--- src/rtl/seg_scan_mux_pkg.sv ---
// Shared constants for the scanned 7-segment display blocks.
package seg_scan_mux_pkg;

  localparam int unsigned SEL_W               = 2;
  localparam int unsigned REFRESH_DIV_DEFAULT = 50000;
  localparam logic [3:0]  AN_OFF              = 4'b1111;

  typedef logic [SEL_W-1:0] sel_t;

  localparam sel_t SEL_LAST = sel_t'(3);

endpackage

--- src/rtl/seg_scan_mux_refresh_prescaler.sv ---
// Free-running prescaler: tick is high on the last cycle of each REFRESH_DIV-cycle slot.
module refresh_prescaler #(
  parameter int unsigned REFRESH_DIV = 50000,
  parameter int unsigned CNT_W       = 16
) (
  input  logic clk,
  input  logic reset,
  output logic tick
);

  logic [CNT_W-1:0] cnt_q;
  logic [CNT_W-1:0] cnt_d;

  always_comb begin
    tick  = (cnt_q == CNT_W'(REFRESH_DIV - 1));
    cnt_d = tick ? '0 : cnt_q + 1'b1;
  end

  always_ff @(posedge clk) begin
    if (reset) cnt_q <= '0;
    else       cnt_q <= cnt_d;
  end

endmodule

--- src/rtl/seg_scan_mux.sv ---
// Four-digit time-multiplexed scanner with frame-aligned double-buffered commit
// and leading-zero blanking; feeds an external hex-to-7-segment decoder.
module seg_scan_mux
  import seg_scan_mux_pkg::*;
#(
  parameter int unsigned REFRESH_DIV = REFRESH_DIV_DEFAULT,
  parameter int unsigned CNT_W       = 16
) (
  input  logic        clk,
  input  logic        reset,
  input  logic [15:0] value,
  input  logic [3:0]  dp_in,
  input  logic        load,
  input  logic        blank_lz,
  output logic        pending,
  output logic [3:0]  digit,
  output logic [3:0]  an,
  output logic        dp,
  output logic        frame_start
);

  logic        tick;
  logic        commit;
  logic        blanked;
  logic [3:0]  lz_zero;

  sel_t        sel_q, sel_d;
  logic [15:0] shadow_q, shadow_d;
  logic [3:0]  shadow_dp_q, shadow_dp_d;
  logic [15:0] disp_q, disp_d;
  logic [3:0]  disp_dp_q, disp_dp_d;
  logic        pend_q, pend_d;
  logic        frame_start_q, frame_start_d;
  logic        blank_lz_q, blank_lz_d;

  refresh_prescaler #(
    .REFRESH_DIV (REFRESH_DIV),
    .CNT_W       (CNT_W)
  ) u_prescaler (
    .clk   (clk),
    .reset (reset),
    .tick  (tick)
  );

  // Commit reads the pre-edge shadow, so a load on the same edge survives as pending.
  always_comb begin
    commit        = tick && (sel_q == SEL_LAST) && pend_q;
    sel_d         = tick ? sel_q + 1'b1 : sel_q;
    frame_start_d = tick && (sel_q == SEL_LAST);
    shadow_d      = load ? value : shadow_q;
    shadow_dp_d   = load ? dp_in : shadow_dp_q;
    disp_d        = commit ? shadow_q : disp_q;
    disp_dp_d     = commit ? shadow_dp_q : disp_dp_q;
    pend_d        = load ? 1'b1 : (commit ? 1'b0 : pend_q);
    blank_lz_d    = blank_lz;
  end

  always_ff @(posedge clk) begin
    if (reset) begin
      sel_q         <= '0;
      shadow_q      <= '0;
      shadow_dp_q   <= '0;
      disp_q        <= '0;
      disp_dp_q     <= '0;
      pend_q        <= 1'b0;
      frame_start_q <= 1'b0;
      blank_lz_q    <= 1'b0;
    end else begin
      sel_q         <= sel_d;
      shadow_q      <= shadow_d;
      shadow_dp_q   <= shadow_dp_d;
      disp_q        <= disp_d;
      disp_dp_q     <= disp_dp_d;
      pend_q        <= pend_d;
      frame_start_q <= frame_start_d;
      blank_lz_q    <= blank_lz_d;
    end
  end

  // blank_lz is registered so every output derives from flops only.
  always_comb begin
    lz_zero[0]  = 1'b0;
    lz_zero[1]  = (disp_q[15:4] == '0);
    lz_zero[2]  = (disp_q[15:8] == '0);
    lz_zero[3]  = (disp_q[15:12] == '0);
    blanked     = blank_lz_q && lz_zero[sel_q];
    digit       = 4'(disp_q >> {sel_q, 2'b00});
    an          = blanked ? AN_OFF : ~(4'b0001 << sel_q);
    dp          = blanked ? 1'b1 : ~disp_dp_q[sel_q];
    pending     = pend_q;
    frame_start = frame_start_q;
  end

endmodule

--- config.mk ---
export PLATFORM = sky130hd
export DESIGN_NAME = seg_scan_mux
export DESIGN_NICKNAME = d
export VERILOG_FILES = /design/src/rtl/seg_scan_mux_pkg.sv /design/src/rtl/seg_scan_mux_refresh_prescaler.sv /design/src/rtl/seg_scan_mux.sv
export SDC_FILE = /design/constraint.sdc
export NUM_CORES = 1
export LEC_CHECK = 0
export CAP_MARGIN = 10
export CORE_ASPECT_RATIO = 0.8
export CORE_MARGIN = 2
export CORE_UTILIZATION = 55
export DETAILED_ROUTE_END_ITERATION = 7
export GPL_ROUTABILITY_DRIVEN = 0
export PLACE_DENSITY = 0.79
export SLEW_MARGIN = 30
export SYNTH_ARGS = -nofsm -noshare
export SYNTH_HDL_FRONTEND = slang
export SYNTH_SLANG_ARGS = --single-unit
--- constraint.sdc ---
create_clock -name clk -period 2.4 [get_ports clk]
set_input_delay 0.48 -clock clk [delete_from_list [all_inputs] [get_ports clk]]
set_output_delay 0.48 -clock clk [all_outputs]
set_load 0.02 [all_outputs]
==> reports/qor.csv <==
metric,value,unit
setup TNS,0,ns
vias per inst,5.186,
Power Density,626.3,nW/um^2
postcts setup bufs,0,
DP Wirelength,3414,um
internal cell power,1.595,mW
fill count,399,
sequential area share after synthesis,43.92,%
RSZ-0062 raised after global routing,false,
met1 Track Usage GR,25.57,%
Die W,83.49,um
starting density of the core,56.17,%
Area growth syn-to-layout,19.53,%
die area,5643,sq um
Slew Limit Fails,0,
drt pass-1 iters,4,
busiest grt layer,met2,
Setup WS post-layout,0.08108,ns
worst endpoint required time,1.92,ns
cell leakage power,1.257,nW
Startpoint Class,flip-flop,
highest clock rate,431.2,MHz
post-synthesis cell type count,32,
Hold Startpoint,u_prescaler.cnt_q[0],
Die Y,67.59,um
Sw Share,23.37,%
sequential share of power,50.6,%
min Tclk post-route,2.319,ns
Crit. End Element,primary output,
GR Overflow Total,0,
reg2reg start,u_prescaler.cnt_q[0],
Port-buffer cells,34,
Final Instance Area,3323,sq um
Switching Power,0.4863,mW
"FF+latch count, synth",61,
Final nets,338,
IO Pins,35,
clock sink count,61,
status,"finished, final reports clean",
Post-DP Area,3113,sq um
Post-Syn Area per Cell,10.00,sq um
DRT antenna net count,0,
Clock Tree Buf Depth,2,
critical setup path kind,flip-flop to primary output,
cell count after synthesis,278,
clk root buf,clkbuf_8,
TritonCTS clock tree,built,
fin crit share,96.62,%
routed len/inst,13.16,um
first-pass GRT wire length,8114,um
antenna cell count,0,
met2 usage,26.71,%
Tot GR Track Use,18.59,%
largest net degree at the start of global routing,50,
number of CTS-inserted buffers,9,
start point of the critical path,sel_q[1],
"Setup violations, final",0,
clock share of power,43.2,%
hold slack,0.4618,ns
H-tree Lvls,3,
Synth Cell Area,2780,sq um
worst-path fanout max,8,
vias in the first global route,1736,
Reg2Reg Depth,5,
Core Area,4950,sq um
measured slew at the worst slew-check pin,0.5728,ns
routed wire length,4950,um
Hold Fails Final Rpt,0,
Worst Hold Depth,1,
yosys warns,0,
max_slew headroom,61.81,%
syn nets,307,
final setup skew,0.01080,ns
Setup WS pre-CTS,0.04578,ns
Via Count,1950,
Clock transition at path regs,0.07,ns
hold_buf cts,0,
initial DRC count,83,
DR DRC count,0,
met3 Track Usage GR,7.457,%
worst hold path type,flip-flop to flip-flop,
Worst VDD drop,0.0004643,V
FP Rows,23,
Gate power share,6.1,%
worst-skew pair later-pin latency,0.34,ns
initial antenna violation count,0,
layout cells sized above 1,11.78,%
number of max-cap violations,0,
Worst EP arrival,1.84,ns
-- metal layers --
| layer | routed length (um) | share of wire (%) | vias up |
|---|---|---|---|
| met5 | 0 | 0 | - |
| li1 | - | - | 996 |
| met4 | 57 | 1.2 | 0 |
| met1 | 2495 | 50 | 893 |
| met3 | 304 | 6.1 | 7 |
| met2 | 2093 | 42 | 54 |
-- critical path: stages, from the launching register on --
cell	delay (ns)
dfxtp_2	0.41
mux4_2	0.54
clkdlybuf4s50_1	0.55
-- power groups by stage --
| stage | logic (mW) | registers (mW) | clock network (mW) |
|---|---|---|---|
| finish | 0.127 | 1.05 | 0.900 |
| global route | 0.140 | 1.06 | 0.962 |
| CTS | 0.129 | 1.05 | 0.925 |
| detailed placement | 0.128 | 1.08 | 0 |
| global placement | 0.126 | 1.08 | 0 |
| floorplan | 0.0771 | 1.07 | 0 |
-- worst paths after layout --
| check | slack [ns] | endpoint |
|---|---|---|
| worst max-delay path | 0.08 | digit[0] |
| worst min-delay path | 0.46 | u_prescaler.cnt_q[0] |
| worst max register to register | 0.47 | disp_dp_q[3] |
| worst min register to register | 0.46 | u_prescaler.cnt_q[0] |
-- sequential cells by signal (all words and copies together), names as in the netlist --
| register | cells |
|---|---|
| disp_dp_q | 4 |
| sel_q | 2 |
| frame_start | 1 |
| disp_q | 16 |
| blank_lz_q | 1 |
| pending | 1 |
| shadow_dp_q | 4 |
| shadow_q | 16 |
| u_prescaler.cnt_q | 16 |
-- stage by stage --
stage / cells / utilization [%] / power, mW
after floorplan: 278 / - / 1.150
after global placement: 360 / 62.89 / 1.203
after detailed placement: 360 / 62.89 / 1.205
after CTS: 376 / 67.04 / 2.108
after global routing: 376 / 67.14 / 2.159
final: 376 / 67.14 / 2.081
-- placed cells by master, fill, tap and decap left out, drive strengths merged --
master	n
a21oi	3
and2	1
and3	4
and4	6
and4bb	2
buf	5
bufinv	1
clkbuf	9
clkdlybuf4s15	2
clkdlybuf4s50	28
clkinv	2
clkinvlp	3
dfxtp	61
dlygate4sd2	3
dlymetal6s2s	1
ha	5
inv	7
mux2i	40
mux4	5
nand2	6
nand2b	46
nand3	6
nand4	6
nor2	39
nor2b	1
nor3	2
nor4	3
o21ai	2
xnor2	4
xor2	11
-- cells in the mapped netlist --
library cell	n	area share (%)
ha_1	5	2.3
clkbuf_1	9	1.2
and3_4	1	0.41
and4bb_1	1	0.45
nand2_1	6	0.81
nor2_1	39	5.3
xnor2_1	4	1.3
nor3_1	2	0.36
buf_6	1	0.41
dfxtp_1	61	44
xor2_1	11	3.5
and2_1	1	0.23
buf_4	2	0.54
nor4_1	3	0.68
nor2b_1	1	0.23
and3_2	1	0.27
and4_2	2	0.72
buf_1	2	0.27
and4_1	2	0.63
o21ai_0	2	0.36
nand4_1	6	1.4
and3_1	2	0.45
mux4_2	5	4.1
buf_2	3	0.54
inv_1	6	0.81
nand3_1	6	1.1
buf_12	2	1.4
and4_4	2	0.81
and4bb_2	1	0.45
a21oi_1	3	0.54
nand2b_1	46	10
mux2i_1	40	14
-- repair_timing --
item	in CTS	in global routing
setup endpoints to repair	9	5
pin swaps	0	1
gates resized for setup	9	3
-- layout make-up --
class                      count  area [sq um]  area share, %
tap                           62         77.57          2.334
inverter                       6         22.52         0.6777
sequential                    61          1224          36.82
multi-input combinational    192          1424          42.85
clock buffer                   9         123.9          3.727
timing repair buffer          39         376.6          11.33
clock inverter                 7         75.07          2.259
-- cells by family after synthesis --
kind of cell    synth area share [%]
fa+ha+maj                      2.250
mux                            18.45
buf+inv                        5.220
simple gates                   24.53
xor+xnor                       4.725
flops                          43.92
compound gates                0.8999
Note: power is estimated with default switching activity, not from simulation.
